[config.mk]
export PLATFORM = sky130hd
export DESIGN_NAME = reg_write_arbiter
export DESIGN_NICKNAME = d
export VERILOG_FILES = /design/src/rtl/reg_write_arbiter.sv
export SDC_FILE = /design/constraint.sdc
export NUM_CORES = 1
export LEC_CHECK = 0
export CAP_MARGIN = 20
export CORE_ASPECT_RATIO = 1.2
export CORE_MARGIN = 5
export CORE_UTILIZATION = 35
export CTS_BUF_LIST = sky130_fd_sc_hd__clkbuf_4
export CTS_CLUSTER_SIZE = 14
export DETAILED_ROUTE_END_ITERATION = 8
export GPL_TIMING_DRIVEN = 0
export HOLD_SLACK_MARGIN = 0.03
export PLACE_DENSITY = 0.72
export SLEW_MARGIN = 0
export SYNTH_ARGS = -nofsm -noshare
export SYNTH_HDL_FRONTEND = slang
export SYNTH_SLANG_ARGS = --single-unit
[constraint.sdc]
create_clock -name CLK -period 4.9 [get_ports CLK]
set_input_delay 0.49 -clock CLK [delete_from_list [all_inputs] [get_ports CLK]]
set_output_delay 0.49 -clock CLK [all_outputs]
set_load 0.01 [all_outputs]
[src/rtl/reg_write_arbiter.sv]
// reg_write_arbiter: round-robin arbiter that lets NUM_REQ requesters share one
// load-enabled register. Each grant drives one load cycle, checks the readback
// on the following cycle, and then pulses ack with a pass/fail flag on err.
// Optional build macro REG_ARB_LOCK_EN adds a 'lock' input. When lock is set,
// the owner holding lock in CHECK is re-granted in the next IDLE.
module reg_write_arbiter #(
  parameter int NUM_REQ = 4,
  parameter int DATA_W  = 8,
  parameter int IDW     = 2
) (
  input  logic                        CLK,
  input  logic                        RST,
  input  logic [NUM_REQ-1:0]          req,
  input  logic [NUM_REQ*DATA_W-1:0]   req_data,
  output logic [NUM_REQ-1:0]          ack,
  output logic                        err,
  output logic                        busy,
  output logic [IDW-1:0]              grant_id,
  output logic                        reg_load,
  output logic [DATA_W-1:0]           reg_data,
`ifdef REG_ARB_LOCK_EN
  input  logic                        lock,
`endif
  input  logic [DATA_W-1:0]           reg_q
);

  typedef enum logic [1:0] {
    ST_IDLE  = 2'd0,
    ST_LOAD  = 2'd1,
    ST_CHECK = 2'd2
  } state_t;

  state_t              state_q, state_d;
  logic [IDW-1:0]      grant_id_q, grant_id_d;
  logic [IDW-1:0]      last_q, last_d;
  logic [DATA_W-1:0]   hold_q, hold_d;
  logic [DATA_W-1:0]   reg_data_q, reg_data_d;
  logic                reg_load_q, reg_load_d;
  logic                busy_q, busy_d;
  logic [NUM_REQ-1:0]  ack_q, ack_d;
`ifdef REG_ARB_LOCK_EN
  logic                lock_pend_q, lock_pend_d;
`endif

  logic [IDW-1:0]        rr_idx_s;
  logic [2*NUM_REQ-1:0]  rr_rot_s;
  int                    rr_base_s;
  int                    rr_win_s;
  logic [DATA_W-1:0]     rr_data_s;
  logic [DATA_W-1:0]     gid_data_s;
  logic                  gid_req_s;
  logic [NUM_REQ-1:0]    gid_onehot_s;

  // Round-robin search: rotate requests so last_winner+1 lands at bit 0,
  // then the lowest set bit of the rotated vector is the winner.
  always_comb begin
    rr_base_s = int'(last_q) + 1;
    if (rr_base_s >= NUM_REQ) begin
      rr_base_s = rr_base_s - NUM_REQ;
    end else begin
      rr_base_s = rr_base_s;
    end
    rr_rot_s = {req, req} >> rr_base_s;
    rr_win_s = rr_base_s;
    for (int j = NUM_REQ - 1; j >= 0; j--) begin
      if (rr_rot_s[j]) begin
        rr_win_s = rr_base_s + j;
      end else begin
        rr_win_s = rr_win_s;
      end
    end
    if (rr_win_s >= NUM_REQ) begin
      rr_win_s = rr_win_s - NUM_REQ;
    end else begin
      rr_win_s = rr_win_s;
    end
    rr_idx_s = IDW'(rr_win_s);
  end

  // Per-index lookups done with constant selects: winner data, current
  // owner's data/request, and the one-hot ack pattern for the current owner.
  always_comb begin
    rr_data_s    = {DATA_W{1'b0}};
    gid_data_s   = {DATA_W{1'b0}};
    gid_req_s    = 1'b0;
    gid_onehot_s = {NUM_REQ{1'b0}};
    for (int k = 0; k < NUM_REQ; k++) begin
      if (IDW'(k) == rr_idx_s) begin
        rr_data_s = req_data[k*DATA_W +: DATA_W];
      end else begin
        rr_data_s = rr_data_s;
      end
      if (IDW'(k) == grant_id_q) begin
        gid_data_s      = req_data[k*DATA_W +: DATA_W];
        gid_req_s       = req[k];
        gid_onehot_s[k] = 1'b1;
      end else begin
        gid_onehot_s[k] = 1'b0;
      end
    end
  end

  // Next-state and next-output computation for the IDLE/LOAD/CHECK sequence.
  always_comb begin
    state_d     = state_q;
    grant_id_d  = grant_id_q;
    last_d      = last_q;
    hold_d      = hold_q;
    reg_data_d  = reg_data_q;
    reg_load_d  = 1'b0;
    busy_d      = busy_q;
    ack_d       = {NUM_REQ{1'b0}};
`ifdef REG_ARB_LOCK_EN
    lock_pend_d = lock_pend_q;
`endif
    case (state_q)
      ST_IDLE: begin
`ifdef REG_ARB_LOCK_EN
        if (lock_pend_q) begin
          // Locked re-grant: same owner, last_winner left untouched.
          state_d     = ST_LOAD;
          hold_d      = gid_data_s;
          reg_data_d  = gid_data_s;
          reg_load_d  = 1'b1;
          busy_d      = 1'b1;
          lock_pend_d = 1'b0;
        end else
`endif
        if (|req) begin
          state_d    = ST_LOAD;
          grant_id_d = rr_idx_s;
          last_d     = rr_idx_s;
          hold_d     = rr_data_s;
          reg_data_d = rr_data_s;
          reg_load_d = 1'b1;
          busy_d     = 1'b1;
        end else begin
          state_d = ST_IDLE;
          busy_d  = 1'b0;
        end
      end
      ST_LOAD: begin
        state_d = ST_CHECK;
        busy_d  = 1'b1;
        ack_d   = gid_onehot_s;
      end
      ST_CHECK: begin
        state_d = ST_IDLE;
        busy_d  = 1'b0;
`ifdef REG_ARB_LOCK_EN
        lock_pend_d = lock & gid_req_s;
`endif
      end
      default: begin
        state_d = ST_IDLE;
        busy_d  = 1'b0;
      end
    endcase
  end

  // State and output registers with synchronous reset; reset aborts any
  // in-flight transaction and re-arms requester 0 as first priority.
  always_ff @(posedge CLK) begin
    if (RST) begin
      state_q     <= ST_IDLE;
      grant_id_q  <= {IDW{1'b0}};
      last_q      <= IDW'(NUM_REQ - 1);
      hold_q      <= {DATA_W{1'b0}};
      reg_data_q  <= {DATA_W{1'b0}};
      reg_load_q  <= 1'b0;
      busy_q      <= 1'b0;
      ack_q       <= {NUM_REQ{1'b0}};
`ifdef REG_ARB_LOCK_EN
      lock_pend_q <= 1'b0;
`endif
    end else begin
      state_q     <= state_d;
      grant_id_q  <= grant_id_d;
      last_q      <= last_d;
      hold_q      <= hold_d;
      reg_data_q  <= reg_data_d;
      reg_load_q  <= reg_load_d;
      busy_q      <= busy_d;
      ack_q       <= ack_d;
`ifdef REG_ARB_LOCK_EN
      lock_pend_q <= lock_pend_d;
`endif
    end
  end

  // The shared register only updates at the end of LOAD, so the readback
  // compare must see reg_q live during CHECK; err is gated by ack.
  assign err      = (|ack_q) & (reg_q != hold_q);
  assign ack      = ack_q;
  assign busy     = busy_q;
  assign grant_id = grant_id_q;
  assign reg_load = reg_load_q;
  assign reg_data = reg_data_q;

endmodule

# Yosys cells after proc, flatten, opt, wreduce, memory -nomap -nowiden
# Cells that the tools add are included.
[word_totals]
register_bits = 20
elab_cells = 53
input_bits = 46
[classes]
n_eq_ne = 8
n_mux = 18
bitwise_logic = 3
order_cmp = 2
shifts = 1
n_reduce_logical = 8
addsub = 6
[op_table]
columns = ["operator", "count"]
rows = [
  ["two-way mux 32 bit", 5],
  ["adder 32 x 3 -> 32 bit (second input constant)", 2],
  ["adder 32 x 2 -> 32 bit (second input constant)", 1],
  [">= comparator 32 x 4 -> 1 bit (second input constant)", 1],
  ["two-way mux 8 bit", 4],
  [">> shifter 8 x 32 -> 4 bit", 1],
  ["equality test 2 bit (first input constant)", 4],
  ["inequality test 8 bit", 1],
  ["OR reduction 4 bit", 2],
  ["zero test 2 bit", 3],
  ["two-way mux 1 bit", 6],
  ["equality test 1 x 2 -> 1 bit (first input constant)", 2],
  ["case mux 2 bit (2 select lines)", 1],
  ["OR reduction 2 bit", 2],
  ["subtractor 3 x 3 -> 4 bit (second input constant)", 1],
  ["adder 2 x 1 -> 3 bit (second input constant)", 1],
  [">= comparator 3 bit (second input constant)", 1],
  ["equality test 2 x 1 -> 1 bit (second input constant)", 1],
  ["two-way mux 2 bit", 1],
  ["NOT 1 bit", 2],
  ["case mux 1 bit (2 select lines)", 1],
  ["AND reduction 2 bit", 1],
  ["subtractor 2 x 1 -> 2 bit (second input constant)", 1],
  ["AND 1 bit", 1],
]

# Longest topological paths before layout
# Gate-level depths: netlist (run 1).
[logic_depth]
depth_word = 15
depth_mapped = 9
ltp_nobuf = 6

# Worst setup path before layout (run 1)
# OpenSTA, ideal clock, no wires.
[synth_timing]
path_kind = "register to register"
startpoint = "register last_q[0]"
endpoint = "register reg_data_q[6], in the netlist reg_data[6]"
arrival_ns = 2.540
path_stages_with_launch = 8
n_path_buf = 2
setup_slack_ns = 2.280
required_ns = 4.820
setup_ns = 0.080
cell_sequence = "dfxtp_1 -> ha_1 -> buf_2 -> mux4_2 -> o41a_1 -> or4_4 -> buf_6 -> o221ai_2"
[synth_via]
elab_chain_cells = 15
word_cells_on_any_way = 23
classes_between = "add/sub (6); order compare (2); eq/ne (3); shift (1); mux (10); reduce/logical (1)"
[synth_rtl]
columns = ["element", "line", "text"]
rows = [
  ["start: declaration", "35", "logic [IDW-1:0] last_q, last_d;"],
  ["start signal: assignment", "167", "last_q <= IDW'(NUM_REQ - 1);"],
  ["start signal: assignment", "179", "last_q <= last_d;"],
  ["adder 2 x 1 -> 3 bit (*)", "57", "rr_base_s = int'(last_q) + 1;"],
  ["subtractor 3 x 3 -> 4 bit or >= comparator 3 bit (tied branches)", "59, 58", ""],
  ["two-way mux 32 bit (*)", "58", "if (rr_base_s >= NUM_REQ) begin"],
  ["adder 32 x 3 -> 32 bit or >> shifter 8 x 32 -> 4 bit (tied branches)", "67, 63", ""],
  ["two-way mux 32 bit (3 in a row)", "66", "if (rr_rot_s[j]) begin"],
  ["two-way mux 32 bit (*)", "66", ""],
  [">= comparator 32 x 4 -> 1 bit or subtractor 2 x 1 -> 2 bit (tied branches)", "72, 73", ""],
  ["two-way mux 2 bit (*)", "72", "if (rr_win_s >= NUM_REQ) begin"],
  ["zero test 2 bit", "88", "if (IDW'(k) == rr_idx_s) begin"],
  ["two-way mux 8 bit (3 in a row)", "88", ""],
  ["two-way mux 8 bit (*)", "88", ""],
  ["end signal: assignment", "169", "reg_data_q <= {DATA_W{1'b0}};"],
  ["end signal: assignment", "181", "reg_data_q <= reg_data_d;"],
  ["end: declaration", "37", "logic [DATA_W-1:0] reg_data_q, reg_data_d;"],
]
# Every way passes the cells marked *; elsewhere a longest branch is shown, timed or not.
# A chain may end at the register's enable or synchronous reset.

# Worst setup path in the final report (run 1)
[layout_timing]
startpoint = "register last_q[0]"
endpoint = "register reg_data_q[7], in the netlist reg_data[7]"
# Same word-level chain as after synthesis.

==> results.toml, run 1 <==
[logic_synthesis]
postSynthCellCount = 134
synth-compound-area-share_pct = 17.0
synth_cell_types = 37
syn-num-nets = 182
yosysSeqAreaShare_pct = 32.1
synth_fa_ha_area_share_pct = 2.01
synth_top_cell_by_area = "dfxtp_1"
synth_top_family_by_area = "simple AND/OR/NAND/NOR gates"
synth_warnings = 0
synth_top_area_share_pct = 32.1
netlist_area_um2 = 1250
synth_xor_xnor_area_share_pct = 5.62
yosys_register_bits = 20
synth_area_leaders = "dfxtp_1 32%, mux2i_1 13%, nand3b_1 6.0%, o221ai_1 5.6%, xor2_1 5.6%"
avgSynthCellArea_um2 = 9.31
yosys.area_share.simple_pct = 22.8
synthMuxAreaShare_pct = 15.5

[global_route]
grt_max_degree = 13
grt_first_pass_wirelength_um = 5900
antenna_found_initial = 0
grt_usage_pct = 15.7
grt_overflow_total = 0
grt_pass1_vias = 1316

[floorplan]
die_area_um2 = 4860
coreArea_um2 = 3400
die_w_um = 64.5
fp.dieH_um = 75.4
io_pins = 63
rows = 23
floorplan.initialDensity_pct = 36.7

[placement]
place_area_um2 = 1900
pre_cts_slack_ns = 1.82
dp_cells = 232
gp_congestion = 0.774
dp_hpwl_um = 2900
io_buffers = 61

[routing]
ant_nets = 0
vias = 1245
drc_errors = 0
drt_pass1_iterations = 4
drt_iter0_drc = 85
wl_um = 3530
avgViaCountPerCell = 5.28
wire_per_inst_um = 14.9

[cts]
numCtsBuffers = 3
cts_tree = "done"
clk_pin_slew_worst_paths_ns = 0.11
clock_sinks = 20
cts_resized = 0
clockBufferDepth = 2
clockRootBuffer = "clkbuf_4"
holdBufCountCts = 0
worst_skew_pair.late_latency_ns = 0.30
cts_setup_buffers = 0
htree_levels = 1

[timing]
setup_viol = 0
tns_ns = 0
whs_ns = 0.475
fin_crit_sh_pct = 58.1
timing.fmax_mhz = 351
slew_headroom_pct = 53.9
period_minus_slack_ns = 2.85
skew_ns = 0.00137
rsz0062_at_grt = "false"
tightestPinTransition_ns = 0.691
slew_viol_final = 0
worst_slack_ns = 2.05
hold_violations = 0

[pwr]
power_per_cell_area_nw_per_um2 = 406
peakVddDrop_mv = 0.194
total_power_mw = 0.795
p_leak_nw = 0.798

[worst_setup_path]
crit_path_end_kind = "flop"
ff2ff_path_depth = 9
arrival_ns = 3.02
critPathKind = "reg2reg"
path_max_fanout = 10
worst_setup_path_start_kind = "flop"
cp.required_ns = 5.07
rrSetupSlack_ns = 2.05

[final_layout]
drive_gt1_share_pct = 9.05
final_area_um2 = 1960
final_core_util_pct = 57.6
syn_to_final_growth_pct = 56.9
fin_nets = 248
antenna_cells = 0
final_cells = 236
mostFrequentLayoutCell = "clkdlybuf4s50_1"
layout_common_cells = "61 x clkdlybuf4s50_1, 20 x dfxtp_1, 16 x mux2i_1"

[hold_path]
min_delay_path_depth = 1
hp-class = "reg2reg"

[status]
outcome = "completed"

[job]
max_cap_violations = 0
-- registers in the layout, indices dropped and copies added, names as in the netlist --
name	flops
ack	4
busy	1
grant_id	2
last_q	2
reg_data	8
reg_load	1
state_q	2
-- where the power goes --
group	internal, mW	switching, mW	leakage [nW]
sequential	0.205	0.0426	0.165
combinational	0.225	0.188	0.605
clock	0.0827	0.0515	0.0279
-- cell type report --
type                       instances  area (um2)
tap                               37        46.3
timing repair buffer              61         611
buffer                            11        55.1
sequential                        20         400
clock buffer                       3        22.5
inverter                           2        7.51
multi-input combinational        101         785
fill                             310        1440
clock inverter                     1        30.0
-- logic make-up (layout without fill, tap and decap cells) --
| family | Yosys count | in the layout |
|---|---|---|
| AND/OR/NAND/NOR | 45 | 45 |
| AO/OA/AOI/OAI | 28 | 28 |
| flip-flops | 20 | 20 |
| multiplexers | 18 | 18 |
| buffers and inverters | 13 | 78 |
| XOR/XNOR | 8 | 8 |
| adder cells (fa/ha/maj) | 2 | 2 |
-- per-layer routing --
layer	part of all wire (%)	global-route usage (%)	vias up
met5	0	0	-
met4	1.8	7.04	0
li1	-	-	636
met1	42	18.0	543
met2	44	25.7	61
met3	12	6.93	5
-- cell usage after synthesis --
| library cell | number |
|---|---|
| dfxtp_1 | 20 |
| mux2i_1 | 16 |
| nand3b_1 | 10 |
| nor2_1 | 8 |
| o221ai_1 | 8 |
| xor2_1 | 8 |
| o21ai_0 | 6 |
| buf_2 | 5 |
| clkbuf_1 | 4 |
| nor2b_1 | 4 |
| nor3_1 | 4 |
| nor4_1 | 4 |
| a21oi_1 | 3 |
| nor3b_1 | 3 |
| or3b_2 | 3 |
| a211o_1 | 2 |
| a211oi_1 | 2 |
| and3_1 | 2 |
| ha_1 | 2 |
| inv_1 | 2 |
| nand2_1 | 2 |
| a2111oi_0 | 1 |
| a21o_1 | 1 |
| a41oi_1 | 1 |
| and3b_1 | 1 |
| buf_1 | 1 |
| buf_6 | 1 |
| mux2_2 | 1 |
| mux4_2 | 1 |
| nand2b_1 | 1 |
| o21a_1 | 1 |
| o21ai_1 | 1 |
| o221ai_2 | 1 |
| o41a_1 | 1 |
| or2_2 | 1 |
| or4_1 | 1 |
| or4_4 | 1 |
-- worst paths after layout --
path | startpoint | to
min | grant_id[1]$_SDFFE_PP0P_ | ack[0]$_SDFF_PP0_
min reg2reg | grant_id[1]$_SDFFE_PP0P_ | ack[0]$_SDFF_PP0_
max reg2reg | last_q[0]$_SDFFE_PP1P_ | reg_data[7]$_SDFFE_PP0P_
max | last_q[0]$_SDFFE_PP1P_ | reg_data[7]$_SDFFE_PP0P_
-- critical path, cell delays in order (launching register included) --
cell	delay [ns]
dfxtp_1	0.49
ha_1	0.27
buf_2	0.18
nor3b_1	0.21
a211oi_1	0.07
o221ai_1	0.21
buf_2	0.30
buf_1	0.57
mux2i_1	0.28
o221ai_1	0.13
Power figures use the tool's default switching activity.
==> inputs of run 2 (changes only) <==
--- a/config.mk
+++ b/config.mk
@@ -14,7 +14,7 @@
 export DETAILED_ROUTE_END_ITERATION = 8
 export GPL_TIMING_DRIVEN = 0
 export HOLD_SLACK_MARGIN = 0.03
-export PLACE_DENSITY = 0.72
+export PLACE_DENSITY = 0.74
 export SLEW_MARGIN = 0
 export SYNTH_ARGS = -nofsm -noshare
 export SYNTH_HDL_FRONTEND = slang
==> constraint.sdc (replaced) <==
create_clock -name CLK -period 2.5 [get_ports CLK]
set_input_delay 0.25 -clock CLK [delete_from_list [all_inputs] [get_ports CLK]]
set_output_delay 0.25 -clock CLK [all_outputs]
set_load 0.01 [all_outputs]
==> run 2 against run 1 <==
Compared with the run above:
- design area up 3.2%
- final cell count is 0.42% higher
- critical endpoint is now reg_data[6]$_SDFFE_PP0P_
- setup slack worse by 1.9 ns
- count of clock-buffer cells in the layout stayed put
==> results.toml, run 2 (synthesized netlist as in run 1, its figures left out) <==
[status]
outcome = "completed"

[timing]
tns_ns = 0
tightestPinTransition_ns = 0.525
period_minus_slack_ns = 2.37
hold_violations = 0
rsz0062_at_grt = "false"
skew_ns = 0.00550
timing.fmax_mhz = 423
fin_crit_sh_pct = 94.6
slew_viol_final = 0
worst_slack_ns = 0.135
setup_viol = 0
slew_headroom_pct = 64.9

[job]
max_cap_violations = 0

[global_route]
grt_pass1_vias = 1376
grt_usage_pct = 16.0
antenna_found_initial = 0
grt_overflow_total = 0
grt_max_degree = 18
grt_first_pass_wirelength_um = 6060

[placement]
io_buffers = 61
dp_hpwl_um = 2990
dp_cells = 232
gp_congestion = 0.803
place_area_um2 = 1910
pre_cts_slack_ns = -0.317

[cts]
holdBufCountCts = 0
clockRootBuffer = "clkbuf_4"
clock_sinks = 20
worst_skew_pair.late_latency_ns = 0.31
htree_levels = 1
numCtsBuffers = 3
clk_pin_slew_worst_paths_ns = 0.12
clockBufferDepth = 2
cts_tree = "done"

[floorplan]
rows = 23
io_pins = 63
floorplan.initialDensity_pct = 36.7
die_area_um2 = 4860
fp.dieH_um = 75.4
die_w_um = 64.5
coreArea_um2 = 3400

[worst_setup_path]
ff2ff_path_depth = 5
critPathBufInv = 0
slowest_delay_ns = 0.60
rrSetupSlack_ns = 0.13
critical_path_depth = 5
path_max_fanout = 8
cp.required_ns = 2.74
r2r-start = "last_q[0]$_SDFFE_PP1P_"
worst_setup_path_start_kind = "flop"
cp_slowest_cell = "or4_4"
critPathKind = "reg2reg"
worstReg2RegEnd = "reg_data[6]$_SDFFE_PP0P_"
startpoint = "last_q[0]$_SDFFE_PP1P_"
arrival_ns = 2.60
crit_path_end_kind = "flop"
crit_chain = "ha_4 > mux4_2 > o41a_1 > or4_4 > o221ai_2"
cp_top_family = "simple AND/OR/NAND/NOR gates"
crit_end = "reg_data[6]$_SDFFE_PP0P_"

[final_layout]
antenna_cells = 0
mostFrequentLayoutCell = "clkdlybuf4s50_1"
drive_gt1_share_pct = 13.5
final_cells = 237
final_core_util_pct = 59.5
layout_common_cells = "61 x clkdlybuf4s50_1, 18 x dfxtp_1, 16 x mux2i_1"
final_area_um2 = 2020
fin_nets = 249
largest_reg_flops = 8
syn_to_final_growth_pct = 61.9

[routing]
drc_errors = 0
ant_nets = 0
drt_iter0_drc = 78
wl_um = 3770
avgViaCountPerCell = 5.53
vias = 1311
wire_per_inst_um = 15.9
drt_pass1_iterations = 4

[pwr]
p_leak_nw = 0.812
peakVddDrop_mv = 0.343
power_per_cell_area_nw_per_um2 = 822

[hold_path]
hp-class = "reg2reg"
run 2: worst reg2reg max path: cells and delay by family (launching register included):
kind            cells  cell delay, ns
simple gates        1            0.60
compound gates      2            0.55
mux                 1            0.50
flops               1            0.37
fa+ha+maj           1            0.27
run 2: area by class of cell:
type | count | area, um2
buffer | 8 | 35.0
clock inverter | 1 | 30.0
sequential | 20 | 405
fill | 295 | 1380
clock buffer | 3 | 22.5
inverter | 2 | 7.51
multi-input combinational | 101 | 832
timing repair buffer | 65 | 641
tap | 37 | 46.3
run 2: per-stage QoR:
stage | power, mW | hold WS [ns]
detailed placement | 1.31 | 0.478
finish | 1.66 | 0.502
floorplan | 0.985 | 0.333
global route | 1.77 | 0.530
global placement | 1.30 | 0.461
CTS | 1.64 | 0.491
run 2: metal layers:
layer | wire length, um | part of all wire (%) | vias to the layer above | track usage, %
met2 | 1750 | 46 | 57 | 28.3
met4 | 60 | 1.6 | 0 | 6.34
li1 | - | - | 640 | -
met5 | 0 | 0 | - | 0
met1 | 1600 | 42 | 609 | 17.9
met3 | 367 | 9.7 | 5 | 5.16
run 2: worst min-delay path by stage:
| stage | start | endpoint | slack, ns | cells past startpoint |
|---|---|---|---|---|
| final | grant_id[1]$_SDFFE_PP0P_ | ack[0]$_SDFF_PP0_ | 0.50 | 1 |
| after global routing | grant_id[1]$_SDFFE_PP0P_ | ack[0]$_SDFF_PP0_ | 0.53 | 1 |
| after CTS | grant_id[1]$_SDFFE_PP0P_ | ack[0]$_SDFF_PP0_ | 0.49 | 1 |
| after detailed placement | grant_id[1]$_SDFFE_PP0P_ | ack[0]$_SDFF_PP0_ | 0.48 | 1 |
| after global placement | grant_id[1]$_SDFFE_PP0P_ | ack[0]$_SDFF_PP0_ | 0.46 | 1 |
| after floorplan | RST | reg_load$_SDFF_PP0_ | 0.33 | 1 |
run 2: power breakdown:
group	switching, mW	internal (mW)	total [mW]
clock	0.103	0.162	0.265
combinational	0.416	0.487	0.904
sequential	0.0852	0.405	0.490
total	0.605	1.05	1.66
run 2: what timing repair did:
item                                    CTS  global route
endpoints found under the setup margin    9             9
setup buffers                             4             0
gates resized for setup                   6             6
pin swaps                                 1             3
==> inputs of run 3 (changes only) <==
--- a/config.mk
+++ b/config.mk
@@ -5,16 +5,15 @@
 export SDC_FILE = /design/constraint.sdc
 export NUM_CORES = 1
 export LEC_CHECK = 0
-export CAP_MARGIN = 20
-export CORE_ASPECT_RATIO = 1.2
+export CAP_MARGIN = 30
 export CORE_MARGIN = 5
 export CORE_UTILIZATION = 35
 export CTS_BUF_LIST = sky130_fd_sc_hd__clkbuf_4
 export CTS_CLUSTER_SIZE = 14
 export DETAILED_ROUTE_END_ITERATION = 8
+export DONT_BUFFER_PORTS = 1
 export GPL_TIMING_DRIVEN = 0
 export HOLD_SLACK_MARGIN = 0.03
-export PLACE_DENSITY = 0.74
 export SLEW_MARGIN = 0
 export SYNTH_ARGS = -nofsm -noshare
 export SYNTH_HDL_FRONTEND = slang
==> run 3 against run 2 <==
Compared with the run above:
- core utilization fell by 17 points
- die area shrank 0.11%
- critical endpoint unchanged
- clock power fell by 43%
- combinational power is 23% lower
- non-clock buffer count decreased by 59
- wire length decreased by 14%
- via count decreased by 19%
==> results.toml, run 3 (synthesized netlist as in run 1, its figures left out) <==
[placement]
pre_cts_slack_ns = -0.373
dp_cells = 180
gp_congestion = 0.773
io_buffers = 0
dp_hpwl_um = 2510

[hold_path]
min_delay_path_depth = 1
hold_end = "reg_load$_SDFF_PP0_"
worstHoldStart = "RST"
hp-class = "in2reg"

[worst_setup_path]
critPathKind = "reg2reg"
rrSetupSlack_ns = 0.09
cp_slowest_cell = "or4_4"
path_max_fanout = 8
crit_path_end_kind = "flop"
slowest_delay_ns = 0.64
cp.required_ns = 2.73
arrival_ns = 2.64
worst_setup_path_start_kind = "flop"
crit_chain = "ha_4 > mux4_2 > o41a_1 > or4_4 > o221ai_2"
r2r-start = "last_q[0]$_SDFFE_PP1P_"
ff2ff_path_depth = 5
worstReg2RegEnd = "reg_data[6]$_SDFFE_PP0P_"

[routing]
ant_nets = 0
drt_iter0_drc = 41
avgViaCountPerCell = 5.66
wire_per_inst_um = 17.3
drc_errors = 0
drt_pass1_iterations = 4
wl_um = 3230
vias = 1058

[cts]
clockRootBuffer = "clkbuf_4"
cts_tree = "done"
numCtsBuffers = 3
clock_sinks = 20
htree_levels = 1
clk_pin_slew_worst_paths_ns = 0.11
clockBufferDepth = 2
worst_skew_pair.late_latency_ns = 0.29

[floorplan]
fp.dieH_um = 69.7
die_area_um2 = 4860
io_pins = 63
floorplan.initialDensity_pct = 36.8
die_w_um = 69.7
rows = 21
coreArea_um2 = 3390

[final_layout]
layout_common_cells = "18 x dfxtp_1, 16 x mux2i_1, 10 x nand3b_1"
antenna_cells = 0
syn_to_final_growth_pct = 15.5
final_core_util_pct = 42.5
fin_nets = 190
drive_gt1_share_pct = 24.1
largest_reg_flops = 8
mostFrequentLayoutCell = "dfxtp_1"
final_cells = 187

[timing]
slew_headroom_pct = 65.8
slew_viol_final = 0
period_minus_slack_ns = 2.41
hold_violations = 0
timing.fmax_mhz = 415
setup_viol = 0
rsz0062_at_grt = "true"
worst_slack_ns = 0.0875
fin_crit_sh_pct = 96.5
skew_ns = 0.00366
tightestPinTransition_ns = 0.509
whs_ns = 0.0598

[pwr]
intPower_mw = 0.809
p_comb_share_pct = 50.8
pwr-share-seq_pct = 38.4
power_per_cell_area_nw_per_um2 = 956
peakVddDrop_mv = 0.448
p_leak_nw = 0.580
sw_frac_of_total_pct = 41.3
p_sw_mw = 0.569
pwr-share-clk_pct = 10.9

[status]
outcome = "completed"

[global_route]
antenna_found_initial = 0
grt_max_degree = 18
grt_first_pass_wirelength_um = 5540
grt_pass1_vias = 1086
grt_usage_pct = 13.7
grt_overflow_total = 0

[job]
max_cap_violations = 0
run 3: changes by cell type in the layout (fill, tap and decap cells not counted), sizes merged:
| cell | delta |
|---|---|
| clkinv | +1 |
| bufinv | -1 |
| clkdlybuf4s50 | -61 |
| buf | +2 |
run 3: per-stage QoR:
step	area, um2	power [mW]	TNS (ns)
2_1_floorplan	1250	0.985	0
3_3_place_gp	1310	1.09	-2.07
3_5_place_dp	1310	1.12	-2.90
4_1_cts	1420	1.37	-0.0217
5_1_grt	1440	1.48	-0.00284
6_report	1440	1.38	0
run 3: how the worst max path moves through the flow:
| stage | startpoint | end | slack [ns] | cells after the start |
|---|---|---|---|---|
| 2_1_floorplan | last_q[0]$_SDFFE_PP1P_ | reg_data[6]$_SDFFE_PP0P_ | 0.02 | 7 |
| 3_3_place_gp | last_q[0]$_SDFFE_PP1P_ | reg_data[1]$_SDFFE_PP0P_ | -0.26 | 9 |
| 3_5_place_dp | last_q[0]$_SDFFE_PP1P_ | reg_data[6]$_SDFFE_PP0P_ | -0.37 | 9 |
| 4_1_cts | last_q[0]$_SDFFE_PP1P_ | reg_data[2]$_SDFFE_PP0P_ | -0.01 | 6 |
| 5_1_grt | last_q[0]$_SDFFE_PP1P_ | reg_data[6]$_SDFFE_PP0P_ | -0.003 | 5 |
| 6_report | last_q[0]$_SDFFE_PP1P_ | reg_data[6]$_SDFFE_PP0P_ | 0.09 | 5 |
run 3: worst max-delay path: cells and delay by family, from the launching register on:
family,cells,cell delay [ns]
AND/OR/NAND/NOR,1,0.64
AO/OA/AOI/OAI,2,0.55
multiplexers,1,0.51
flip-flops,1,0.37
adder cells (fa/ha/maj),1,0.27
run 3: per-layer routing:
metal	wire, um	vias to the layer above	global-route usage [%]
li1	-	524	-
met1	1290	486	15.4
met2	1580	46	23.7
met3	359	2	7.68
met4	8	0	0.638
met5	0	-	0
run 3: power groups by stage:
stage | sequential, mW | clock, mW | combinational (mW)
final | 0.529 | 0.150 | 0.699
after global routing | 0.540 | 0.172 | 0.772
after CTS | 0.530 | 0.161 | 0.681
after detailed placement | 0.539 | 0 | 0.578
after global placement | 0.536 | 0 | 0.557
after floorplan | 0.507 | 0 | 0.478
run 3: final cells by class:
class | instances | area (um2)
clock inverters | 1 | 3.75
clock buffers | 3 | 22.5
fillers | 344 | 1950
flip-flops and latches | 20 | 405
repair buffers | 6 | 45.0
well taps | 46 | 57.6
plain buffers | 8 | 35.0
inverters | 2 | 7.51
multi-input cells | 101 | 865
run 3: repair_timing:
action,in CTS,in global routing
gates resized for setup,10,7
pin swaps,2,4
hold buffers,0,0
setup endpoints to repair,9,9
setup buffers,6,0
